### src/rtl/fp_sqrt.sv
// fp_sqrt: IEEE-754 binary32 square root with round-to-nearest-even.
// Restoring digit-by-digit root, one result bit per cycle. It is a stb/ack responder and
// holds only one operation in flight.
// Build option FP_SQRT_DENORM_EN: define it to normalise subnormal operands before the root.
// Left undefined, subnormal operands are flushed to a signed zero.
module fp_sqrt (
  input  logic        clk,
  input  logic        rst,
  input  logic [31:0] input_a,
  input  logic        input_a_stb,
  output logic        input_a_ack,
  output logic [31:0] output_z,
  output logic        output_z_stb,
  input  logic        output_z_ack
);

  localparam logic [31:0] QNan     = 32'h7FC0_0000;
  localparam logic [31:0] PosInf   = 32'h7F80_0000;
  localparam logic [4:0]  LastIter = 5'd25;

  typedef enum logic [2:0] {
    StGetA,
    StUnpack,
    StClassify,
`ifdef FP_SQRT_DENORM_EN
    StNormalise,
`endif
    StRoot,
    StRound,
    StPutZ
  } state_e;

  state_e             r_state;
  state_e             w_state_next;
  logic               r_ack;
  logic               r_stb;
  logic               w_ack_d;
  logic               w_stb_d;

  logic [31:0]        r_a;
  logic               r_s;
  logic [7:0]         r_exp;
  logic [23:0]        r_man;
  logic signed [9:0]  r_e;
  logic [51:0]        r_rad;
  logic [27:0]        r_rem;
  logic [25:0]        r_q;
  logic [4:0]         r_cnt;
  logic [9:0]         r_er;
  logic [31:0]        r_z;

  logic               w_take;
  logic               w_frac_nz;
  logic               w_exp_max;
  logic               w_exp_zero;
  logic               w_is_nan;
  logic               w_is_zero;
  logic               w_is_sub;
  logic               w_special;
  logic [31:0]        w_special_z;

  logic [23:0]        w_root_m;
  logic signed [9:0]  w_root_e;
  logic [51:0]        w_rad_init;
  logic signed [9:0]  w_er_init;

  logic [1:0]         w_bits;
  logic [29:0]        w_rem_sh;
  logic [30:0]        w_trial;
  logic               w_fits;

  logic [23:0]        w_mant;
  logic               w_guard;
  logic               w_sticky;
  logic               w_inc;
  logic [24:0]        w_mant_sum;
  logic               w_carry;
  logic [9:0]         w_er_fin;
  logic [31:0]        w_round_z;
  logic               w_unused_bits;

  assign w_take = input_a_stb && r_ack && (r_state == StGetA);

  // Operand classification from the unpacked fields.
  assign w_frac_nz  = |r_man[22:0];
  assign w_exp_max  = &r_exp;
  assign w_exp_zero = ~|r_exp;
  assign w_is_nan   = w_exp_max & w_frac_nz;
  assign w_is_zero  = w_exp_zero & ~w_frac_nz;
  assign w_is_sub   = w_exp_zero & w_frac_nz;

  // Special-case result selection; first matching rule wins.
  always_comb begin
    w_special   = 1'b1;
    w_special_z = QNan;
    if (w_is_nan) begin
      w_special_z = QNan;
    end else if (w_is_zero) begin
      w_special_z = r_a;
    end else if (w_is_sub) begin
`ifdef FP_SQRT_DENORM_EN
      w_special   = 1'b0;
`else
      w_special_z = {r_s, 31'b0};
`endif
    end else if (r_s) begin
      w_special_z = QNan;
    end else if (w_exp_max) begin
      w_special_z = PosInf;
    end else begin
      w_special   = 1'b0;
    end
  end

  // Root setup operands: the final normalise cycle feeds its shifted values straight in.
`ifdef FP_SQRT_DENORM_EN
  assign w_root_m = (r_state == StNormalise) ? {r_man[22:0], 1'b0} : r_man;
  assign w_root_e = (r_state == StNormalise) ? r_e - 10'sd1 : r_e;
`else
  assign w_root_m = r_man;
  assign w_root_e = r_e;
`endif

  // Odd exponents fold one factor of two into the radicand so the exponent halves exactly.
  assign w_rad_init = w_root_e[0] ? {w_root_m, 28'b0} : {1'b0, w_root_m, 27'b0};
  assign w_er_init  = (w_root_e >>> 1) + 10'sd127;

  // One restoring root step: trial-subtract (rem<<2 | bits) - (q<<2 | 1).
  assign w_bits   = r_rad[51:50];
  assign w_rem_sh = {r_rem, w_bits};
  assign w_trial  = {1'b0, w_rem_sh} - {3'b000, r_q, 2'b01};
  assign w_fits   = ~w_trial[30];

  // Rounding: q carries two bits below the mantissa (guard, then a sticky contributor).
  assign w_mant     = r_q[25:2];
  assign w_guard    = r_q[1];
  assign w_sticky   = r_q[0] | (|r_rem);
  assign w_inc      = w_guard & (w_sticky | w_mant[0]);
  assign w_mant_sum = {1'b0, w_mant} + {24'b0, w_inc};
  assign w_carry    = w_mant_sum[24];
  assign w_er_fin   = r_er + {9'b0, w_carry};
  assign w_round_z  = {1'b0, w_er_fin[7:0], w_carry ? 23'h0 : w_mant_sum[22:0]};

  // Remainder and exponent headroom bits are provably zero and never read.
  assign w_unused_bits = ^{w_trial[29:28], w_rem_sh[29:28], w_er_fin[9:8], w_mant_sum[23]};

  // State register plus registered handshake outputs.
  always_ff @(posedge clk) begin
    if (rst) begin
      r_state <= StGetA;
      r_ack   <= 1'b0;
      r_stb   <= 1'b0;
    end else begin
      r_state <= w_state_next;
      r_ack   <= w_ack_d;
      r_stb   <= w_stb_d;
    end
  end

  // Next-state logic.
  always_comb begin
    w_state_next = r_state;
    unique case (r_state)
      StGetA:     if (w_take) w_state_next = StUnpack;
      StUnpack:   w_state_next = StClassify;
      StClassify: begin
        if (w_special) begin
          w_state_next = StPutZ;
`ifdef FP_SQRT_DENORM_EN
        end else if (w_is_sub) begin
          w_state_next = StNormalise;
`endif
        end else begin
          w_state_next = StRoot;
        end
      end
`ifdef FP_SQRT_DENORM_EN
      StNormalise: if (r_man[22]) w_state_next = r_s ? StPutZ : StRoot;
`endif
      StRoot:     if (r_cnt == 5'd0) w_state_next = StRound;
      StRound:    w_state_next = StPutZ;
      StPutZ:     if (output_z_ack) w_state_next = StGetA;
      default:    w_state_next = StGetA;
    endcase
  end

  // Handshake outputs take the value belonging to the state being entered.
  always_comb begin
    w_ack_d = (w_state_next == StGetA);
    w_stb_d = (w_state_next == StPutZ);
  end

  // Datapath: operand capture, unpack, normalise, root iteration and rounding.
  always_ff @(posedge clk) begin
    if (rst) begin
      r_a     <= 32'b0;
      r_s     <= 1'b0;
      r_exp   <= 8'b0;
      r_man   <= 24'b0;
      r_e     <= 10'sd0;
      r_rad   <= 52'b0;
      r_rem   <= 28'b0;
      r_q     <= 26'b0;
      r_cnt   <= 5'b0;
      r_er    <= 10'b0;
      r_z     <= 32'b0;
    end else begin
      unique case (r_state)
        StGetA: begin
          if (w_take) r_a <= input_a;
        end
        StUnpack: begin
          r_s   <= r_a[31];
          r_exp <= r_a[30:23];
          r_man <= {|r_a[30:23], r_a[22:0]};
          r_e   <= $signed({2'b00, r_a[30:23]}) - 10'sd127;
        end
        StClassify: begin
          if (w_special) begin
            r_z <= w_special_z;
`ifdef FP_SQRT_DENORM_EN
          end else if (w_is_sub) begin
            r_e <= -10'sd126;
`endif
          end else begin
            r_rad <= w_rad_init;
            r_er  <= w_er_init;
            r_rem <= 28'b0;
            r_q   <= 26'b0;
            r_cnt <= LastIter;
          end
        end
`ifdef FP_SQRT_DENORM_EN
        StNormalise: begin
          r_man <= w_root_m;
          r_e   <= w_root_e;
          if (r_man[22]) begin
            if (r_s) begin
              r_z <= QNan;
            end else begin
              r_rad <= w_rad_init;
              r_er  <= w_er_init;
              r_rem <= 28'b0;
              r_q   <= 26'b0;
              r_cnt <= LastIter;
            end
          end
        end
`endif
        StRoot: begin
          r_rad <= r_rad << 2;
          r_q   <= {r_q[24:0], w_fits};
          r_rem <= w_fits ? w_trial[27:0] : w_rem_sh[27:0];
          r_cnt <= r_cnt - 5'd1;
        end
        StRound: begin
          r_z <= w_round_z;
        end
        StPutZ: begin
          r_z <= r_z;
        end
        default: begin
          r_z <= r_z;
        end
      endcase
    end
  end

  assign input_a_ack  = r_ack;
  assign output_z_stb = r_stb;
  assign output_z     = r_z;

endmodule

### config.mk
export PLATFORM = sky130hd
export DESIGN_NAME = fp_sqrt
export DESIGN_NICKNAME = d
export VERILOG_FILES = /design/src/rtl/fp_sqrt.sv
export SDC_FILE = /design/constraint.sdc
export NUM_CORES = 1
export LEC_CHECK = 0
export CELL_PAD_IN_SITES_DETAIL_PLACEMENT = 1
export CELL_PAD_IN_SITES_GLOBAL_PLACEMENT = 1
export CORE_MARGIN = 2
export CORE_UTILIZATION = 29
export DETAILED_ROUTE_END_ITERATION = 6
export GPL_TIMING_DRIVEN = 1
export PLACE_DENSITY_LB_ADDON = 0.1
export SLEW_MARGIN = 40
export SYNTH_ARGS = -nofsm -noshare
export SYNTH_HDL_FRONTEND = slang
export SYNTH_SLANG_ARGS = --single-unit
### constraint.sdc
create_clock -name clk -period 2.6 [get_ports clk]
set_clock_uncertainty 0.15 [all_clocks]
set_input_delay 0.26 -clock clk [delete_from_list [all_inputs] [get_ports clk]]
set_output_delay 0.26 -clock clk [all_outputs]
set_load 0.02 [all_outputs]
==> flow_summary.json <==
{
  "status": "finished, violations left",
  "highest_layer": "met4",
  "p_leak_uw": 0.00524,
  "cts_hold_buffers": 0,
  "track_usage_pct": 19.6,
  "antenna_found_initial": 0,
  "route.met2.wl_um": 17200,
  "wl_per_cell_um": 18.4,
  "synthArstFlopShare_pct": 0,
  "htreeDepth": 1,
  "violations": "setup timing",
  "clkTransAtPathRegs_ps": 60,
  "via_per_inst": 5.11,
  "die_area_mm2": 0.0370,
  "cpLargestDelayFamily": "compound AO/OA/AOI/OAI gates",
  "critical_path.endpoint_type": "register",
  "clk_latency_ps": 530,
  "grt_pass1_vias": 10300,
  "power.density_mw_per_mm2": 693,
  "clk_path_buf_depth": 3,
  "synth_edf_count": 0,
  "routed_wl_um": 36200,
  "yosysUniqueCellTypes": 59,
  "num_rows": 68,
  "synth_area_per_cell_um2": 7.82,
  "path_max_fanout": 4,
  "total_power_uw": 9870,
  "path_class": "reg2reg",
  "drive_above_1_share_pct": 22.6,
  "drt-pass1-iter-count": 4,
  "cp_data_arrival_time_ps": 3100,
  "wl_met1_um": 17300,
  "period_share_pct": 107,
  "rsz0062_at_grt": "yes",
  "hpwl_um": 26100,
  "cts-root-buf": "clkbuf_16",
  "worstReg2RegStart": "r_q[2]",
  "hold_class": "in2reg",
  "final_nets": 1567,
  "cts_sinks": 203,
  "setup.worst_path.start": "r_q[2]",
  "slew_headroom_pct": 38.1,
  "maxCapViolCount": 0,
  "timing.fmax_mhz": 360,
  "path_buf_inv": 3,
  "hold_viol_final": 0,
  "place_congestion": 0.827,
  "synthCells": 1314,
  "drc": 0,
  "cts_tree": "yes",
  "fp.coreArea_mm2": 0.0347,
  "antenna_left": 0,
  "setup_ws_ps": -176,
  "grt_overflow_total": 0,
  "met3_length_um": 848,
  "startpoint_type": "register",
  "tightest_slew_ps": 927,
  "ys_ff_latch": 203,
  "syn_area_mm2": 0.0103,
  "synth_nets": 1385,
  "grt_max_degree": 64,
  "crit_chain": "inv_2 -> buf_6 -> ha_4 -> o211ai_1 -> a21oi_2 -> nor2_2 -> o41a_1 -> o21ai_4 -> a31oi_1 -> buf_4 -> or4_4 -> o21ai_2",
  "synth_top_flop_cell": "dfxtp_1",
  "areaGrowthSynthToFinish_pct": 38.4,
  "yosysWarningCount": 0,
  "grt_pass1_wl_um": 57500,
  "worstPathRequired_ps": 2920,
  "drt_iter0_markers": 428,
  "vias": 10100,
  "slew_viol_final": 0,
  "antenna_cells": 0,
  "die_y_um": 192,
  "finalSetupViolCount": 33,
  "fill_cells": 4131,
  "min_from": "rst",
  "ir_drop_mv": 0.544,
  "max_stage_delay_ps": 470,
  "finalSetupTns_ps": -2080,
  "critPathSlowestCell": "or4_4",
  "die_x_um": 192,
  "cts_made_buffers": 27,
  "io_pins": 70,
  "period_minus_slack_ps": 2780,
  "yosysSeqAreaShare_pct": 39.5,
  "port-buffer-count": 69,
  "initial_core_util_pct": 29.6
}
-- worst register-to-register path: stages, from the launching register on --
cell and delay (ps):
dfxtp_2 330, inv_2 50, buf_6 120, ha_4 260, o211ai_1 90, a21oi_2 150, nor2_2 60, o41a_1 400
o21ai_4 210, a31oi_1 110, buf_4 180, or4_4 470, o21ai_2 110
-- layout make-up --
| cell class | instances | area, um^2 | share of cell area [%] |
|---|---|---|---|
| clock buffer | 38 | 777 | 5.46 |
| clock inverter | 9 | 123 | 0.862 |
| inverter | 41 | 154 | 1.08 |
| multi-input combinational | 976 | 6350 | 44.7 |
| sequential | 203 | 4080 | 28.6 |
| tap | 455 | 569 | 4.00 |
| timing repair buffer | 247 | 2180 | 15.3 |
-- what timing repair did --
item	in CTS	in global routing
gates cloned	1	0
setup endpoints to repair	41	57
buffers inserted	7	8
resized for setup	55	71
pin swaps	22	20
-- registers in the layout, indices dropped and copies added (netlist names) --
signal / flops
r_s: 1
input_a_ack: 1
r_cnt: 5
r_rad: 25
output_z_stb: 1
r_exp: 8
r_state: 3
r_q: 26
r_a: 32
r_e: 9
r_er: 8
r_rem: 28
r_man: 24
output_z: 32
-- worst paths after layout --
kind / cells after the start / slack (ps) / to
max: 12 / -180 / r_rem[18]
min: 4 / 100 / r_rem[26]
max reg2reg: 12 / -180 / r_rem[18]
min reg2reg: 2 / 320 / r_er[7]
-- synth_stat cells, types with 2 or more instances --
library cell / n / share of area, %
buf_2: 4 / 0.19
o21ai_1: 13 / 0.63
nor3b_1: 3 / 0.22
o22ai_1: 2 / 0.12
nand2_1: 209 / 7.6
a211oi_1: 26 / 1.9
a311oi_1: 4 / 0.34
xor2_1: 20 / 1.7
o21a_1: 4 / 0.29
nor2b_1: 6 / 0.37
nor3_1: 38 / 1.9
a22o_1: 2 / 0.17
nor4b_1: 4 / 0.34
a2111oi_0: 4 / 0.34
ha_1: 35 / 4.3
buf_1: 2 / 0.073
a32oi_1: 10 / 0.85
inv_1: 41 / 1.5
clkbuf_1: 86 / 3.1
nor2_1: 146 / 5.3
o31ai_1: 2 / 0.15
and2_1: 2 / 0.12
nor3_2: 2 / 0.19
o21ai_0: 29 / 1.4
a31oi_1: 8 / 0.49
nand2b_1: 7 / 0.43
a211o_1: 2 / 0.17
a21o_1: 6 / 0.44
nor4_1: 19 / 1.2
dfxtp_1: 203 / 40
nand4_1: 14 / 0.85
o211ai_1: 4 / 0.29
or3_1: 5 / 0.30
mux2i_1: 41 / 4.0
xnor2_1: 42 / 3.6
or2_2: 6 / 0.37
and3_1: 8 / 0.49
nand3b_1: 2 / 0.15
nand3_1: 48 / 2.3
a221oi_1: 43 / 3.7
a21oi_1: 144 / 7.0
-- report_power, final --
part	leakage (uW)	total [uW]	switching, uW	internal (uW)
combinational	0.00315	2380	1450	930
clock	0.000444	3780	1420	2350
sequential	0.00165	3710	318	3390
-- routing by layer --
metal / vias to the layer above / track usage (%)
li1: 4991 / -
met1: 4902 / 26.4
met2: 121 / 33.6
met3: 42 / 1.98
met4: 0 / 4.64
met5: - / 0
-- kinds of logic (layout without fill, tap and decap cells) --
family / Yosys count / count (layout) / synth area share [%]
and+or+nand+nor: 524 / 524 / 22.5
AOI/OAI and AO/OA: 313 / 313 / 19.1
DFF: 203 / 203 / 39.5
buffers and inverters: 135 / 335 / 5.16
xor gates and xnor gates: 62 / 62 / 5.28
muxes: 42 / 42 / 4.10
adders and majority gates: 35 / 35 / 4.26
-- metrics by stage --
stage                     util [%]  cell area, um^2  std cells  hold slack (ps)  worst slack (ps)
after global placement        36.4            12600       1907              311              -163
after floorplan                  -            10500       1314              246              2.56
after detailed placement      36.4            12700       1907              315              -269
after global routing          41.0            14200       1969              122              -306
after CTS                     39.8            13800       1962             70.0              -265
final                         41.0            14200       1969             99.2              -176
-- cell usage in the layout (no fill, tap or decap), drive strengths merged, types with 6 or more instances in the layout --
| master | Yosys | routed |
|---|---|---|
| nand2 | 209 | 209 |
| a21oi | 145 | 145 |
| and3 | 8 | 8 |
| a31oi | 8 | 8 |
| a211oi | 26 | 26 |
| clkdlybuf4s50 | 0 | 68 |
| xnor2 | 42 | 42 |
| dfxtp | 203 | 203 |
| nand2b | 7 | 7 |
| a32oi | 10 | 10 |
| a221oi | 43 | 43 |
| xor2 | 20 | 20 |
| or2 | 6 | 6 |
| nor4 | 19 | 19 |
| nor2 | 146 | 146 |
| nor3 | 40 | 40 |
| a21o | 6 | 6 |
| ha | 35 | 35 |
| nand4 | 14 | 14 |
| clkbuf | 86 | 38 |
| o21ai | 43 | 43 |
| mux2i | 41 | 41 |
| nand3 | 48 | 48 |
| inv | 41 | 41 |
| buf | 8 | 179 |
| nor2b | 6 | 6 |
(Power assumes the default switching activity.)
